[src/rtl/maze_pkg.sv]
// Shared definitions for the maze walker: grid geometry, move direction
// encodings, result codes and controller state encoding.
package maze_pkg;

  localparam int unsigned GRID_SIZE = 8;
  localparam int unsigned COORD_W   = 3;
  localparam logic [COORD_W-1:0] COORD_MAX = 3'(GRID_SIZE - 1);

  typedef enum logic [1:0] {
    DIR_UP    = 2'd0,  // y-1
    DIR_DOWN  = 2'd1,  // y+1
    DIR_LEFT  = 2'd2,  // x-1
    DIR_RIGHT = 2'd3   // x+1
  } dir_e;

  typedef enum logic [1:0] {
    RES_MOVED = 2'd0,
    RES_WALL  = 2'd1,
    RES_EDGE  = 2'd2,
    RES_DONE  = 2'd3
  } res_e;

  typedef enum logic [1:0] {
    ST_IDLE  = 2'd0,
    ST_FETCH = 2'd1,
    ST_CHECK = 2'd2
  } state_e;

endpackage

[src/rtl/maze_step.sv]
// Combinational single-step target calculator.
// Ports:
//   pos_x_i, pos_y_i : current position
//   dir_i            : move direction (dir_e encoding)
//   tgt_x_o, tgt_y_o : neighbouring cell in that direction (only meaningful
//                      when oob_o is low)
//   oob_o            : the step would leave the grid
module maze_step
  import maze_pkg::*;
(
  input  logic [COORD_W-1:0] pos_x_i,
  input  logic [COORD_W-1:0] pos_y_i,
  input  logic [1:0]         dir_i,
  output logic [COORD_W-1:0] tgt_x_o,
  output logic [COORD_W-1:0] tgt_y_o,
  output logic               oob_o
);

  always_comb begin
    tgt_x_o = pos_x_i;
    tgt_y_o = pos_y_i;
    oob_o   = 1'b0;
    case (dir_e'(dir_i))
      DIR_UP: begin
        tgt_y_o = pos_y_i - 3'd1;
        oob_o   = (pos_y_i == '0);
      end
      DIR_DOWN: begin
        tgt_y_o = pos_y_i + 3'd1;
        oob_o   = (pos_y_i == COORD_MAX);
      end
      DIR_LEFT: begin
        tgt_x_o = pos_x_i - 3'd1;
        oob_o   = (pos_x_i == '0);
      end
      DIR_RIGHT: begin
        tgt_x_o = pos_x_i + 3'd1;
        oob_o   = (pos_x_i == COORD_MAX);
      end
      default: ;
    endcase
  end

endmodule

[src/rtl/maze_walker.sv]
// Maze walker: moves a token around an 8x8 grid whose walls are read one row
// at a time from an external, registered map ROM.
// Ports:
//   clk, rst_n          : clock, asynchronous active-low reset
//   restart             : synchronous return to the start cell, aborts a move
//   move_valid/move_dir : move request and direction (0 up,1 down,2 left,3 right)
//   move_ready          : a move can be accepted this cycle
//   rom_en/rom_addr     : map ROM read request (row index)
//   rom_data            : map row, one clock after rom_en; bit (7-col), 1 = open
//   pos_x, pos_y        : current position
//   res_valid/res_code  : one-cycle result pulse (MOVED, WALL, EDGE, DONE)
//   at_goal             : position equals the goal cell
module maze_walker
  import maze_pkg::*;
#(
  parameter int unsigned START_X = 0,
  parameter int unsigned START_Y = 0,
  parameter int unsigned GOAL_X  = 7,
  parameter int unsigned GOAL_Y  = 7
) (
  input  logic       clk,
  input  logic       rst_n,
  input  logic       restart,
  input  logic       move_valid,
  input  logic [1:0] move_dir,
  output logic       move_ready,
  output logic       rom_en,
  output logic [2:0] rom_addr,
  input  logic [8:0] rom_data,
  output logic [2:0] pos_x,
  output logic [2:0] pos_y,
  output logic       res_valid,
  output logic [1:0] res_code,
  output logic       at_goal
);

  localparam logic [COORD_W-1:0] SX = 3'(START_X);
  localparam logic [COORD_W-1:0] SY = 3'(START_Y);
  localparam logic [COORD_W-1:0] GX = 3'(GOAL_X);
  localparam logic [COORD_W-1:0] GY = 3'(GOAL_Y);

  state_e             state_q, state_d;
  logic [COORD_W-1:0] pos_x_q, pos_x_d, pos_y_q, pos_y_d;
  logic [COORD_W-1:0] tgt_x_q, tgt_x_d, tgt_y_q, tgt_y_d;
  logic [COORD_W-1:0] rom_addr_q, rom_addr_d;
  logic               res_valid_q, res_valid_d;
  res_e               res_code_q, res_code_d;

  logic [COORD_W-1:0] step_x, step_y;
  logic               step_oob;
  logic [7:0]         map_row;
  logic               unused_rom_msb;

  maze_step u_step (
    .pos_x_i (pos_x_q),
    .pos_y_i (pos_y_q),
    .dir_i   (move_dir),
    .tgt_x_o (step_x),
    .tgt_y_o (step_y),
    .oob_o   (step_oob)
  );

  assign map_row        = rom_data[7:0];
  assign unused_rom_msb = rom_data[8];

  assign at_goal    = (pos_x_q == GX) && (pos_y_q == GY);
  assign move_ready = (state_q == ST_IDLE) && !restart;
  assign rom_en     = (state_q == ST_FETCH);
  assign rom_addr   = rom_addr_q;
  assign pos_x      = pos_x_q;
  assign pos_y      = pos_y_q;
  assign res_valid  = res_valid_q;
  assign res_code   = res_code_q;

  always_comb begin
    state_d     = state_q;
    pos_x_d     = pos_x_q;
    pos_y_d     = pos_y_q;
    tgt_x_d     = tgt_x_q;
    tgt_y_d     = tgt_y_q;
    rom_addr_d  = rom_addr_q;
    res_valid_d = 1'b0;
    res_code_d  = res_code_q;

    if (restart) begin
      state_d = ST_IDLE;
      pos_x_d = SX;
      pos_y_d = SY;
    end else begin
      case (state_q)
        ST_IDLE: begin
          if (move_valid) begin
            tgt_x_d = step_x;
            tgt_y_d = step_y;
            if (at_goal) begin
              res_valid_d = 1'b1;
              res_code_d  = RES_DONE;
            end else if (step_oob) begin
              res_valid_d = 1'b1;
              res_code_d  = RES_EDGE;
            end else begin
              rom_addr_d = step_y;
              state_d    = ST_FETCH;
            end
          end
        end
        ST_FETCH: state_d = ST_CHECK;
        ST_CHECK: begin
          res_valid_d = 1'b1;
          state_d     = ST_IDLE;
          if (map_row[3'd7 - tgt_x_q]) begin
            pos_x_d    = tgt_x_q;
            pos_y_d    = tgt_y_q;
            res_code_d = RES_MOVED;
          end else begin
            res_code_d = RES_WALL;
          end
        end
        default: state_d = ST_IDLE;
      endcase
    end
  end

  always_ff @(posedge clk or negedge rst_n) begin
    if (!rst_n) begin
      state_q     <= ST_IDLE;
      pos_x_q     <= SX;
      pos_y_q     <= SY;
      tgt_x_q     <= '0;
      tgt_y_q     <= '0;
      rom_addr_q  <= '0;
      res_valid_q <= 1'b0;
      res_code_q  <= RES_MOVED;
    end else begin
      state_q     <= state_d;
      pos_x_q     <= pos_x_d;
      pos_y_q     <= pos_y_d;
      tgt_x_q     <= tgt_x_d;
      tgt_y_q     <= tgt_y_d;
      rom_addr_q  <= rom_addr_d;
      res_valid_q <= res_valid_d;
      res_code_q  <= res_code_d;
    end
  end

endmodule

[config.mk]
export PLATFORM = sky130hd
export DESIGN_NAME = maze_walker
export DESIGN_NICKNAME = d
export VERILOG_FILES = /design/src/rtl/maze_pkg.sv /design/src/rtl/maze_step.sv /design/src/rtl/maze_walker.sv
export SDC_FILE = /design/constraint.sdc
export NUM_CORES = 1
export LEC_CHECK = 0
export BUFFER_PORTS_ARGS = -buffer_cell sky130_fd_sc_hd__buf_4
export CORE_UTILIZATION = 30
export CTS_BUF_LIST = sky130_fd_sc_hd__clkbuf_4 sky130_fd_sc_hd__clkbuf_8
export DETAILED_ROUTE_END_ITERATION = 7
export HOLD_SLACK_MARGIN = 0.12
export SLEW_MARGIN = 5
export SYNTH_ARGS = -nofsm -noshare
export SYNTH_HDL_FRONTEND = slang
export SYNTH_SLANG_ARGS = --single-unit
[constraint.sdc]
create_clock -name clk -period 3.6 [get_ports clk]
set_input_delay 0.72 -clock clk [delete_from_list [all_inputs] [get_ports clk]]
set_output_delay 0.72 -clock clk [all_outputs]
set_load 0.005 [all_outputs]
==> reports/qor_table.md <==
| Group | Quantity | Value |
|---|---|---|
| worst setup path | Maximum fanout along the worst path | 7 |
| floorplanning | Top-Level Pins | 30 |
| route | Total detailed-routing wirelength | 2.28 mm |
| placed design | Final RePlAce weighted congestion | 0.743 |
| worst setup path | Worst-path cell with the longest stage delay | sky130_fd_sc_hd__dfrtp_1 |
| floorplanning | Number of rows in the core area | 21 |
| route | Total via count in the routed design | 888 |
| placed design | Placed cell areas | 1340 um^2 |
| clock network | Deepest clock path buffer count | 2 |
| logic synthesis | Count of different cell masters after synthesis | 34 |
| floorplanning | Horizontal extent of the die | 62.0 um |
| global routing | Number of global-route vias before repair | 854 |
| logic synthesis | Compound-cell area share of the yosys netlist | 12.8% |
| global routing | Wire length of the first global-routing pass | 3.77 mm |
| sta | Total negative slack | 0 ns |
| logic synthesis | Sequential share of the synthesized area | 46.3% |
| sta | Slew Limit Fails | 0 |
| finish | Fraction of final layout cells sized beyond drive strength 1 | 26.9% |
| logic synthesis | Post-synth top area share | 46.3% |
| sta | Final clock period utilization by the worst path | 58.2% |
| logic synthesis | Number of storage elements in the synthesis netlist | 20 |
| worst setup path | Endpoint arrival time on the critical path | 1.38 ns |
| logic synthesis | Cell taking the most area after synthesis | sky130_fd_sc_hd__dfrtp_1 |
| logic synthesis | Synth area leaders | sky130_fd_sc_hd__dfrtp_1 46%, sky130_fd_sc_hd__mux2i_1 7.4%, sky130_fd_sc_hd__o21ai_0 6.0% |
| sta | Count of final setup violators | 0 |
| flow run | Count of maximum capacitance violations | 0 |
| sta | Peak Freq | 477 MHz |
| clock network | Clock Root Buffer | sky130_fd_sc_hd__clkbuf_4 |
| route | Total routed wire length on the met1 layer | 1.01 mm |
| worst setup path | Worst r2r src | tgt_x_q[1] |
| floorplanning | Die Height | 62.0 um |
| logic synthesis | Number of enable-type register cells in the synthesized netlist | 0 |
| worst setup path | Setup Crit Path Kind | reg -> out |
| clock network | Cts repair resizes | 0 |
| global routing | GRT overflow | 0 |
| route | Routed wire per std cell | 12.7 um |
| floorplanning | Area of the die | 3850 um^2 |
| route | Detailed-routed wire length on met3 | 150 um |
| sta | Crit path time final | 2.10 ns |
| clock network | CTS Buf Count | 3 |
| finish | Net count of the finished layout | 152 |
| sta | Hold Vio Cnt, Final | 0 |
| route | Initial DRC count | 21 |
| logic synthesis | Multiplexer share of the synthesized area | 10.9% |
| clock network | Htree depth | 1 |
| worst setup path | Family with the most delay on the worst path | flip-flops |
| power and ir drop | Total leakage power | 0.643 nW |
| logic synthesis | XOR/XNOR Fraction of Synth Area | 4.86% |
| logic synthesis | Per-instance average area after synthesis | 10.4 um^2 |
| placed design | HPWL reported at the end of detailed placement | 1.65 mm |
| logic synthesis | Number of nets in the synthesized netlist | 121 |
| status | Run status | finished, final reports clean |
| logic synthesis | Count of mapped cells out of synthesis | 104 |
| min path | Path type of the worst min-delay path | in -> async |
| sta | Max transition margin | 61.6% |
| logic synthesis | Synth warn | 0 |
| worst setup path | Startpoint type of the worst setup path | register |
| worst setup path | Largest stage delay on the critical path | 0.51 ns |
| sta | Final Skew | 0.00205 ns |
| logic synthesis | Adder-Cell Fraction of Synth Area | 3.70% |
| route | Met2 Wirelength | 1.11 mm |
| route | DR pass1 iterations | 4 |
| finish | Antenna diode count | 0 |
| floorplanning | Initial Util | 31.9% |
| worst setup path | Crit end category | primary output |
| worst setup path | Reg2reg setup slack | 1.73 ns |
| clock network | Clk sinks | 20 |
| route | Detail Route Antenna Nets | 0 |
| clock network | Later-pin clock latency in the skew report | 0.29 ns |
| placed design | Buffers added on ports | 28 |
| worst setup path | Data required time at the worst endpoint | 2.88 ns |
| worst setup path | Worst flop-to-flop path endpoint | res_code[0] |
| power and ir drop | Total power of the final layout | 498 uW |
| power and ir drop | Pwr Density | 361 nW/um^2 |
| route | Max Used Layer | met4 |
| logic synthesis | Combinational family with the most area after synthesis | simple AND/OR/NAND/NOR gates |
| logic synthesis | Area fraction in and, or, nand and nor cells after synthesis | 18.9% |
| finish | Filler Cell Count | 356 |
| clock network | Setup Fix Bufs, Post-CTS | 0 |
| clock network | TritonCTS clock tree | built |
| global routing | Initial antenna violation count | 0 |
| floorplanning | Core region area | 3390 um^2 |
| logic synthesis | Primary FF master, synth | sky130_fd_sc_hd__dfrtp_1 |
| finish | Core utilization of the finished layout | 40.7% |
| finish | Area added between synthesis and finish | 27.7% |
| sta | Unrepaired setup endpoints after global routing | false |
| logic synthesis | Post-synthesis instance area | 1080 um^2 |
| logic synthesis | Synth async-reset ratio | 100% |
| route | # DRC | 0 |
| clock network | Clk pin slew, worst setup/hold paths | 0.11 ns |
| clock network | Number of buffers inserted for hold repair after clock tree synthesis | 0 |
| route | Drt via density | 4.93 |
| sta | Pin slew with the least headroom to its limit | 0.571 ns |
| worst setup path | Cell-by-cell listing of the critical path | and3_1, nand4_1, inv_1, buf_4 |
| global routing | Largest net degree at the start of global routing | 21 |
| worst setup path | Number of cells on the worst reg-to-reg path | 5 |
| finish | Finished Cell Area | 1380 um^2 |
| worst setup path | Critical path buffer and inverter count | 2 |
| global routing | Total global routing track utilization | 13.7% |
| power and ir drop | Worst vdd ir | 258 uV |
[stage by stage]
step           std cells  hold WS (ns)  setup WS, ns
2_1_floorplan        104         0.424          1.48
3_3_place_gp         176         0.465          1.45
3_5_place_dp         176         0.472          1.40
4_1_cts              180         0.283          1.49
5_1_grt              180         0.282          1.39
6_report             180         0.287          1.50
[registers in the layout (all words and copies together) (netlist names)]
signal	count
pos_x	3
pos_y	3
res_code	2
res_valid	1
rom_addr	3
state_q	2
tgt_x_q	3
tgt_y_q	3
[cells by family (layout without fill, tap and decap cells)]
group,count (synthesis),in the layout
adder cells (fa/ha/maj),2,2
multiplexers,10,10
XOR/XNOR,6,6
flip-flops,20,20
AND/OR/NAND/NOR,35,35
buffers and inverters,7,37
AO/OA/AOI/OAI,24,24
[cells in the final DEF (no fill, tap or decap), types with 2 or more instances in the layout]
| cell type | instances |
|---|---|
| sky130_fd_sc_hd__nand2_1 | 9 |
| sky130_fd_sc_hd__clkbuf_4 | 3 |
| sky130_fd_sc_hd__a21oi_1 | 3 |
| sky130_fd_sc_hd__o21ai_0 | 13 |
| sky130_fd_sc_hd__mux2i_1 | 8 |
| sky130_fd_sc_hd__xnor2_1 | 2 |
| sky130_fd_sc_hd__xor2_1 | 4 |
| sky130_fd_sc_hd__fa_1 | 2 |
| sky130_fd_sc_hd__nor2b_1 | 2 |
| sky130_fd_sc_hd__buf_4 | 29 |
| sky130_fd_sc_hd__inv_1 | 4 |
| sky130_fd_sc_hd__o21a_1 | 2 |
| sky130_fd_sc_hd__o31ai_1 | 3 |
| sky130_fd_sc_hd__dfrtp_1 | 20 |
| sky130_fd_sc_hd__nor2_1 | 10 |
[cell type report]
type	instances	area [um^2]	share of cell area, %
multi-input combinational	77	553	40.1
sequential	20	500	36.3
timing repair buffer	29	218	15.8
tap	46	57.6	4.17
clock buffer	4	36.3	2.63
inverter	4	15.0	1.09
[worst max path at each step]
stage                      from           to  slack [ns]  cells after the start
finish                 pos_y[0]      at_goal        1.50                      4
global placement    move_dir[1]  res_code[0]        1.45                      7
CTS                    pos_y[0]      at_goal        1.49                      4
global route           pos_y[0]      at_goal        1.39                      4
floorplan           move_dir[1]  res_code[0]        1.48                      6
detailed placement  move_dir[1]  res_code[0]        1.40                      7
[synthesized netlist by cell type, types with 2 or more instances]
cell	n
sky130_fd_sc_hd__a21oi_1	3
sky130_fd_sc_hd__o21ai_0	13
sky130_fd_sc_hd__mux2i_1	8
sky130_fd_sc_hd__o21a_1	2
sky130_fd_sc_hd__o31ai_1	3
sky130_fd_sc_hd__xor2_1	4
sky130_fd_sc_hd__nand2_1	9
sky130_fd_sc_hd__clkbuf_1	2
sky130_fd_sc_hd__nor2b_1	2
sky130_fd_sc_hd__nor2_1	10
sky130_fd_sc_hd__dfrtp_1	20
sky130_fd_sc_hd__fa_1	2
sky130_fd_sc_hd__xnor2_1	2
sky130_fd_sc_hd__inv_1	4
[power by group]
group	leakage, nW	total, mW	internal (mW)	switching [mW]
clock network	0.0210	0.126	0.0616	0.0646
registers	0.263	0.268	0.248	0.0196
logic	0.359	0.104	0.0557	0.0481
total	0.643	0.498	0.365	0.132
[layer usage]
layer / vias to the layer above / GRT usage, %
met5: - / 0
met4: 0 / 2.22
met3: 2 / 4.76
met2: 29 / 23.6
met1: 427 / 16.8
li1: 430 / -
Note: power is estimated with default switching activity, not from simulation.
